<file path="config.mk">
export PLATFORM = sky130hd
export DESIGN_NAME = tdc_thermo_encoder_pipe
export DESIGN_NICKNAME = d
export VERILOG_FILES = /design/src/rtl/tdc_enc_pkg.sv /design/src/rtl/tdc_bubble_filter.sv /design/src/rtl/tdc_thermo_encoder_pipe.sv
export SDC_FILE = /design/constraint.sdc
export NUM_CORES = 1
export LEC_CHECK = 0
export ABC_CLOCK_PERIOD_IN_PS = 2300
export CORE_ASPECT_RATIO = 2
export CORE_MARGIN = 4
export CORE_UTILIZATION = 58
export CTS_BUF_LIST = sky130_fd_sc_hd__clkbuf_4
export CTS_CLUSTER_SIZE = 16
export DETAILED_ROUTE_END_ITERATION = 12
export HOLD_SLACK_MARGIN = 0.08
export PLACE_DENSITY = 0.82
export RECOVER_POWER = 50
export SLEW_MARGIN = 20
export SYNTH_ARGS = -nofsm -noshare
export SYNTH_HDL_FRONTEND = slang
export SYNTH_SLANG_ARGS = --single-unit
</file>
<file path="constraint.sdc">
create_clock -name clk -period 2.3 [get_ports clk]
set_input_delay 0.345 -clock clk [delete_from_list [all_inputs] [get_ports clk]]
set_output_delay 0.345 -clock clk [all_outputs]
set_load 0.03 [all_outputs]
</file>
<file path="src/rtl/tdc_enc_pkg.sv">
// rtl/tdc_enc_pkg.sv - shared constants, fine-width helper and timestamp struct for the TDC encoder
package tdc_enc_pkg;

    localparam int DEF_TAPS       = 200;
    localparam int DEF_BUBBLE_WIN = 3;
    localparam int DEF_COARSE_W   = 16;

    // Fine code must hold 0..taps inclusive, hence taps+1 distinct values
    function automatic int fine_width(input int taps);
        return $clog2(taps + 1);
    endfunction

    localparam int DEF_FINE_W = fine_width(DEF_TAPS);

    typedef struct packed {
        logic [DEF_COARSE_W-1:0] coarse;
        logic [DEF_FINE_W-1:0]   fine;
        logic                    overflow;
        logic                    bubble_err;
    } ts_t;

endpackage

</file>
<file path="src/rtl/tdc_bubble_filter.sv">
// rtl/tdc_bubble_filter.sv - windowed OR bubble filter and raw thermometer irregularity detect
module tdc_bubble_filter #(
    parameter int TAPS       = 200,
    parameter int BUBBLE_WIN = 3
) (
    input  logic [TAPS-1:0] t,
    output logic [TAPS-1:0] f,
    output logic            irregular
);

    // Each filtered tap looks forward across the window, clipped at the last tap
    for (genvar k = 0; k < TAPS; k++) begin : g_win
        localparam int HI = (k + BUBBLE_WIN - 1 < TAPS) ? (k + BUBBLE_WIN - 1) : (TAPS - 1);
        assign f[k] = |t[HI:k];
    end

    // A one above some zero always implies a 0->1 step between neighbouring taps
    assign irregular = |(t[TAPS-1:1] & ~t[TAPS-2:0]);

endmodule

</file>
<file path="src/rtl/tdc_thermo_encoder_pipe.sv">
// rtl/tdc_thermo_encoder_pipe.sv - 3-stage thermometer-to-binary TDC fine encoder (TDC_ENC_BUBBLE_CNT_EN enables bubble counter)
module tdc_thermo_encoder_pipe
    import tdc_enc_pkg::*;
#(
    parameter int TAPS       = DEF_TAPS,
    parameter int BUBBLE_WIN = DEF_BUBBLE_WIN,
    parameter int FINE_W     = fine_width(TAPS),
    parameter int COARSE_W   = DEF_COARSE_W
) (
    input  logic                clk,
    input  logic                rst,
    input  logic                enable,
    input  logic                hit_valid,
    input  logic [TAPS-1:0]     thermo_in,
    output logic                ts_valid,
    output logic [COARSE_W-1:0] ts_coarse,
    output logic [FINE_W-1:0]   ts_fine,
    output logic                overflow,
    output logic                bubble_err,
    output logic [15:0]         bubble_cnt,
    input  logic                bubble_cnt_clr
);

    logic [COARSE_W-1:0] coarse_cnt;

    logic                v1;
    logic [TAPS-1:0]     t1;
    logic [COARSE_W-1:0] c1;

    logic [TAPS-1:0]     f_comb;
    logic                irr_comb;

    logic                v2;
    logic [TAPS-1:0]     f2;
    logic                irr2;
    logic [COARSE_W-1:0] c2;

    logic [FINE_W-1:0]   fine_comb;

    // Free-running coarse time base, wraps naturally at its width
    always_ff @(posedge clk) begin
        if (rst) coarse_cnt <= '0;
        else     coarse_cnt <= coarse_cnt + 1'b1;
    end

    // S1: capture snapshot and coarse time of an accepted hit
    always_ff @(posedge clk) begin
        if (rst) begin
            v1 <= 1'b0;
            t1 <= '0;
            c1 <= '0;
        end else begin
            v1 <= hit_valid && enable;
            if (hit_valid && enable) begin
                t1 <= thermo_in;
                c1 <= coarse_cnt;
            end
        end
    end

    tdc_bubble_filter #(
        .TAPS       (TAPS),
        .BUBBLE_WIN (BUBBLE_WIN)
    ) u_filter (
        .t         (t1),
        .f         (f_comb),
        .irregular (irr_comb)
    );

    // S2: register the filtered code and irregularity flag
    always_ff @(posedge clk) begin
        if (rst) begin
            v2   <= 1'b0;
            f2   <= '0;
            irr2 <= 1'b0;
            c2   <= '0;
        end else begin
            v2 <= v1;
            if (v1) begin
                f2   <= f_comb;
                irr2 <= irr_comb;
                c2   <= c1;
            end
        end
    end

    // Fine code is the index of the lowest zero; all ones yields TAPS
    always_comb begin
        fine_comb = FINE_W'(TAPS);
        for (int k = TAPS - 1; k >= 0; k--) begin
            if (!f2[k]) fine_comb = FINE_W'(k);
        end
    end

    // S3: output registers; timestamp fields hold between valid pulses
    always_ff @(posedge clk) begin
        if (rst) begin
            ts_valid   <= 1'b0;
            ts_coarse  <= '0;
            ts_fine    <= '0;
            overflow   <= 1'b0;
            bubble_err <= 1'b0;
        end else begin
            ts_valid <= v2;
            if (v2) begin
                ts_coarse  <= c2;
                ts_fine    <= fine_comb;
                overflow   <= (fine_comb == FINE_W'(TAPS));
                bubble_err <= irr2;
            end
        end
    end

`ifdef TDC_ENC_BUBBLE_CNT_EN
    // Saturating count of bubbled timestamps, updated alongside the output word; clear wins
    always_ff @(posedge clk) begin
        if (rst)                                     bubble_cnt <= '0;
        else if (bubble_cnt_clr)                     bubble_cnt <= '0;
        else if (v2 && irr2 && bubble_cnt != 16'hFFFF) bubble_cnt <= bubble_cnt + 16'd1;
    end
`else
    logic unused_clr;
    assign unused_clr = bubble_cnt_clr;
    assign bubble_cnt = 16'd0;
`endif

endmodule

</file>
### After elaboration in Yosys (flattened, before gate mapping)

Index checks and enable logic that the tools add are counted.

| storage, ports and cells | value |
|---|---|
| bits in registers | 478 |
| logic and storage cells | 418 |

| operators by class | value |
|---|---|
| multiplexer cells | 200 |
| reduce and logical (&&, ||, !) cells | 201 |
| eq/ne operators | 1 |
| $add $sub $neg | 1 |
| bitwise logic cells | 2 |

Operator list:

| operator | number |
|---|---|
| $mux W8 | 199 |
| $reduce_or A3 Y1 | 198 |
| $and A199 B199 Y199 | 1 |
| $not A199 Y199 | 1 |
| $reduce_or A199 Y1 | 1 |
| $add A16 B1 Y16 const B | 1 |
| $eq A8 B8 Y1 const B | 1 |
| $mux W4 | 1 |
| $reduce_or A2 Y1 | 1 |
| $logic_and A1 B1 Y1 | 1 |

### Longest topological paths before layout

| logic depth | value |
|---|---|
| depth in word-level cells | 201 |
| depth in mapped cells | 8 |

### Modules after synthesis

From an unflattened synthesis, not the netlist that was laid out.

| second synthesis, totals | value |
|---|---|
| cells, all modules | 2754 |
| area total of the unflattened synthesis | 21822.2 µm² |

By module, submodules not included:

| module | cells each | instances | area each (µm²) |
|---|---|---|---|
| tdc_thermo_encoder_pipe | 2298 | 1 | 19202.2 |
| tdc_bubble_filter | 456 | 1 | 2620.0 |

### Worst setup path after synthesis

No wires, ideal clock.

| timing path | value |
|---|---|
| kind | reg-to-reg |
| start point | reg f2[27] |
| end point | reg overflow |
| arrival | 1.693 ns |
| setup slack | 0.538 ns |
| path buffers | 0 |
| library setup time | 0.069 ns |
| clock period less this slack | 1.762 ns |
| cell stages (with the launch flop) | 8 |
| cell sequence | dfxtp_1 nand4_2 or4_4 nor2_2 nand3_2 nor3_2 nand3_1 o21ai_1 |

| on the way | value |
|---|---|
| cells in the longest elaborated chain, start to end | 29 |

Ends and longest elaborated chain:

| element | RTL line | RTL |
|---|---|---|
| start: declaration | tdc_thermo_encoder_pipe.sv:34 | `logic [TAPS-1:0] f2;` |
| start signal: assignment | tdc_thermo_encoder_pipe.sv:80 | `f2 <= f_comb;` |
| $mux W8 (28 in series) | tdc_thermo_encoder_pipe.sv:91 | `if (!f2[k]) fine_comb = FINE_W'(k);` |
| $eq A8 B8 Y1 | tdc_thermo_encoder_pipe.sv:108 | `overflow <= (fine_comb == FINE_W'(TAPS));` |
| end signal: assignment | tdc_thermo_encoder_pipe.sv:108 |  |
| end: declaration | tdc_thermo_encoder_pipe.sv:18 | `output logic overflow,` |

No other way between the ends.
A chain may end at the register's enable or synchronous reset.

### Worst setup path in the final report

| timing path | value |
|---|---|
| start point | reg ts_coarse[2] |
| end point | out ts_coarse[2] |

RTL lines:

| element | RTL line | RTL |
|---|---|---|
| start: declaration | tdc_thermo_encoder_pipe.sv:16 | `output logic [COARSE_W-1:0] ts_coarse,` |
| start signal: assignment | tdc_thermo_encoder_pipe.sv:99 | `ts_coarse <= '0;` |
| start signal: assignment | tdc_thermo_encoder_pipe.sv:106 | `ts_coarse <= c2;` |

No word-level cell between the ends.

==> run_results.csv <==
group,metric,value,unit
sta,finClkSkew,0.0348,ns
sta,maxSlewViolCount,433,
worst_setup_path,crit_path_end,"ts_coarse[2]",
pwr,powerDensity,668,nW/um2
global_routing,top_usage_layer,"met2",
clock_network,cts_made_buffers,105,
clock_network,clk_path_buf_depth,3,
route,wl_per_cell,19.2,um
layout,multiInputGateArea,10500,um2
worst_setup_path,crit_family,"buffers and inverters",
pwr,p_comb_share,12.5,%
global_routing,grt.met1_usage,34.7,%
sta,relSlewSlack,-27.1,%
worst_setup_path,worstRegToRegCells,7,
sta,setup_viol,0,
worst_setup_path,critPathLaunch,"ts_coarse[2]$_SDFFE_PP0P_",
pwr,p_int,13.1,mW
layout,final_cell_mix,"nand2_1, dfxtp_1, nor2_1",
job,maxCapViolCount,2,
worst_setup_path,end_kind,"output pin",
worst_setup_path,slowest_delay,0.70,ns
synth,synth_edf_count,0,
layout,post_route_cells_drive_above_1_share,8.22,%
worst_setup_path,path_cells,"clkdlybuf4s50_1",
worst_setup_path,cp.buffers_inverters,1,
worst_setup_path,cp.depth,1,
placement,post-dp-hpwl,48100,um
worst_setup_path,reg2reg_from,"f2[43]$_SDFFE_PP0P_",
die,rows,98,
synth,synthAdderAreaFrac,0.0598,%
pwr,power_frac_seq,50.3,%
placement,port_buffers,230,
worst_setup_path,timing.rr.end,"ts_fine[1]$_SDFFE_PP0P_",
global_routing,grt_max_degree,198,
worst_setup_path,slowest_stage,"clkdlybuf4s50_1",
min_path,hold_class,"in -> reg",
sta,final.setup.tns,0,ns
synth,yosys_warnings,0,
pwr,power_frac_clock,37.2,%
clock_network,clk_pin_slew,0.07,ns
clock_network,cts.sinks,478,
clock_network,cts_root_buffer,"clkbuf_4",
synth,avgSynthCellArea,7.60,um2
global_routing,grt_first_pass_wirelength,110000,um
die,die_h,277,um
die,floorplan.initialDensity,58.6,%
synth,syn_inst,2754,
die,core_area,35700,um2
synth,yosys.area_share.simple,27.9,%
route,wl,71800,um
clock_network,htreeDepth,3,
synth,yosys.area_share.xor_xnor,0.586,%
synth,yosysSeqAreaShare,45.7,%
route,vias_per_cell,6.02,
worst_setup_path,critical_path_arrival,1.92,ns
global_routing,grt_use_met3,6.69,%
pwr,p_leak,9.37,nW
layout,area_growth,29.6,%
worst_setup_path,start_kind,"flop",
min_path,min_path_cells,3,
clock_network,post_cts_buffers,0,
synth,synth_area,20900,um2
die,die_w,142,um
synth,synth_top_family_by_area,"simple AND/OR/NAND/NOR gates",
sta,max_freq,441,MHz
worst_setup_path,crit_type,"reg -> out",
global_routing,grt_pass1_vias,22026,
die,io_pins,248,
run_status,status,"finished, violations left",
pwr,vdd_drop_max,0.514,mV
synth,async_flop_share,0,%
pwr,p_sw_share,27.9,%
layout,nets,3414,
worst_setup_path,regToRegSetupSlack,0.11,ns
global_routing,gr-total-overflow,0,
global_routing,met2_usage,63.2,%
placement,place.gp.congestion,0.978,
clock_network,cts_tree,"built",
sta,hold_violations,0,
route,via_count,22530,
layout,final_util,76.0,%
layout,fillers,2481,
clock_network,clkLatencyLatePin,0.86,ns
synth,synthMuxAreaShare,1.72,%
worst_setup_path,required,1.96,ns
synth,ys_dominant_reg_cell,"dfxtp_1",
synth,synth.distinct_cells,65,
die,dieArea,39400,um2
sta,min_period_over_period,98.7,%
sta,finalCriticalPeriod,2.27,ns
global_routing,grtUsageTotal,35.0,%
pwr,p_switching,5.05,mW
route,drc,0,
worst_setup_path,path_max_fanout,2,
run_status,violations,"capacitance limit, slew limit",
route,dr.pass1.iters,6,
synth,synth_compound_gate_area_share,19.7,%
route,drt_first_iter_violations,1571,
layout,ff_latch_area,9570,um2
layout,layout_commonest_cell,"nand2_1",
global_routing,antenna_found_initial,3,
sta,tightest_slew,1.91,ns
synth,ys_ff_latch,478,
route,postRouteAntennaNets,0,
[layer usage]
metal,vias up,part of all wire (%),routed length [um]
met5,-,0,0
li1,10717,-,-
met2,1002,52,37000
met4,0,7.9,5670
met3,302,6.6,4700
met1,10509,34,24400
[final cells by class]
class	instances	share of cell area, %
inverter	49	0.678
timing repair buffer	498	18.0
antenna	5	0.0461
multi-input combinational	2076	38.8
sequential	478	35.3
clock buffer	156	4.32
clock inverter	29	0.724
tap	450	2.08
[cell usage after synthesis (all sizes together) (2+ instances only)]
library cell	count	area, um2
xor2	9	78.8
mux2i	36	360
and4	11	100
o21bai	2	15.0
a31oi	21	131
a311oi	11	96.3
nand2	543	2040
nand3	53	270
clkbuf	133	519
xnor2	5	43.8
o2111ai	6	52.6
nor3	209	1050
dfxtp	478	9570
a211oi	202	1520
nor2	354	1330
or2	5	31.3
nor3b	2	15.0
and3	6	37.5
a21o	4	30.0
o22ai	4	25.0
buf	33	193
o31ai	4	30.0
o211ai	9	67.6
o21a	2	15.0
a31o	2	17.5
nand4	83	526
inv	49	184
nand2b	8	50.1
a2111oi	4	35.0
o21ai	78	390
nor2b	16	100
nor4	36	225
a21oi	308	1540
and2	5	31.3
a21boi	4	30.0
[registers in the layout, indices dropped and copies added (netlist names)]
signal / flops
c2: 16
ts_coarse: 16
f2: 200
v1: 1
coarse_cnt: 16
overflow: 1
ts_fine: 8
irr2: 1
t1: 200
bubble_err: 1
v2: 1
ts_valid: 1
c1: 16
[tightest hold or removal path: stages]
cell and delay [ns]:
clkdlybuf4s50_1 0.41, nand2_1 0.09, a21oi_1 0.06
[cell families after synthesis]
group / after synthesis
buffers and inverters: 215
and+or+nand+nor: 1334
muxes: 36
AOI/OAI and AO/OA: 675
other: 1
adders and majority gates: 1
xor gates and xnor gates: 14
DFF: 478
[how the worst min path moves through the flow]
stage,slack (ns),from,endpoint
2_1_floorplan,0.43,coarse_cnt[0]$_SDFF_PP0_,coarse_cnt[0]$_SDFF_PP0_
3_3_place_gp,0.44,coarse_cnt[0]$_SDFF_PP0_,coarse_cnt[0]$_SDFF_PP0_
3_5_place_dp,0.45,c1[6]$_SDFFE_PP0P_,c1[6]$_SDFFE_PP0P_
4_1_cts,0.09,thermo_in[63],t1[63]$_SDFFE_PP0P_
5_1_grt,0.09,thermo_in[10],t1[10]$_SDFFE_PP0P_
6_report,0.10,thermo_in[190],t1[190]$_SDFFE_PP0P_
[timing repair]
action / 4_1_cts / 5_1_grt
hold buffers: 185 / 0
pin swaps: 0 / 1
setup endpoints to repair: 5 / 8
hold endpoints to repair: 190 / 0
resized for setup: 5 / 7
[power by group through the flow]
stage          combinational, mW  sequential [mW]  clock, mW
3_5_place_dp                1.94             9.27          0
3_3_place_gp                1.90             9.25          0
5_1_grt                     2.46             9.15       7.24
4_1_cts                     2.20             9.09       6.78
6_report                    2.27             9.11       6.74
2_1_floorplan               1.12             9.15          0
[per-stage QoR]
stage | cell area, um2 | power, mW | setup slack, ns | hold WS [ns] | std cells
global placement | 23900 | 11.2 | 0.166 | 0.439 | 3366
global route | 27100 | 18.9 | -0.0104 | 0.0892 | 3740
finish | 27100 | 18.1 | 0.0305 | 0.104 | 3741
CTS | 27100 | 18.1 | 0.000348 | 0.0859 | 3736
detailed placement | 23900 | 11.2 | 0.134 | 0.453 | 3366
floorplan | 21000 | 10.3 | 0.538 | 0.426 | 2769
No activity file was read; power rests on OpenSTA's default activity.
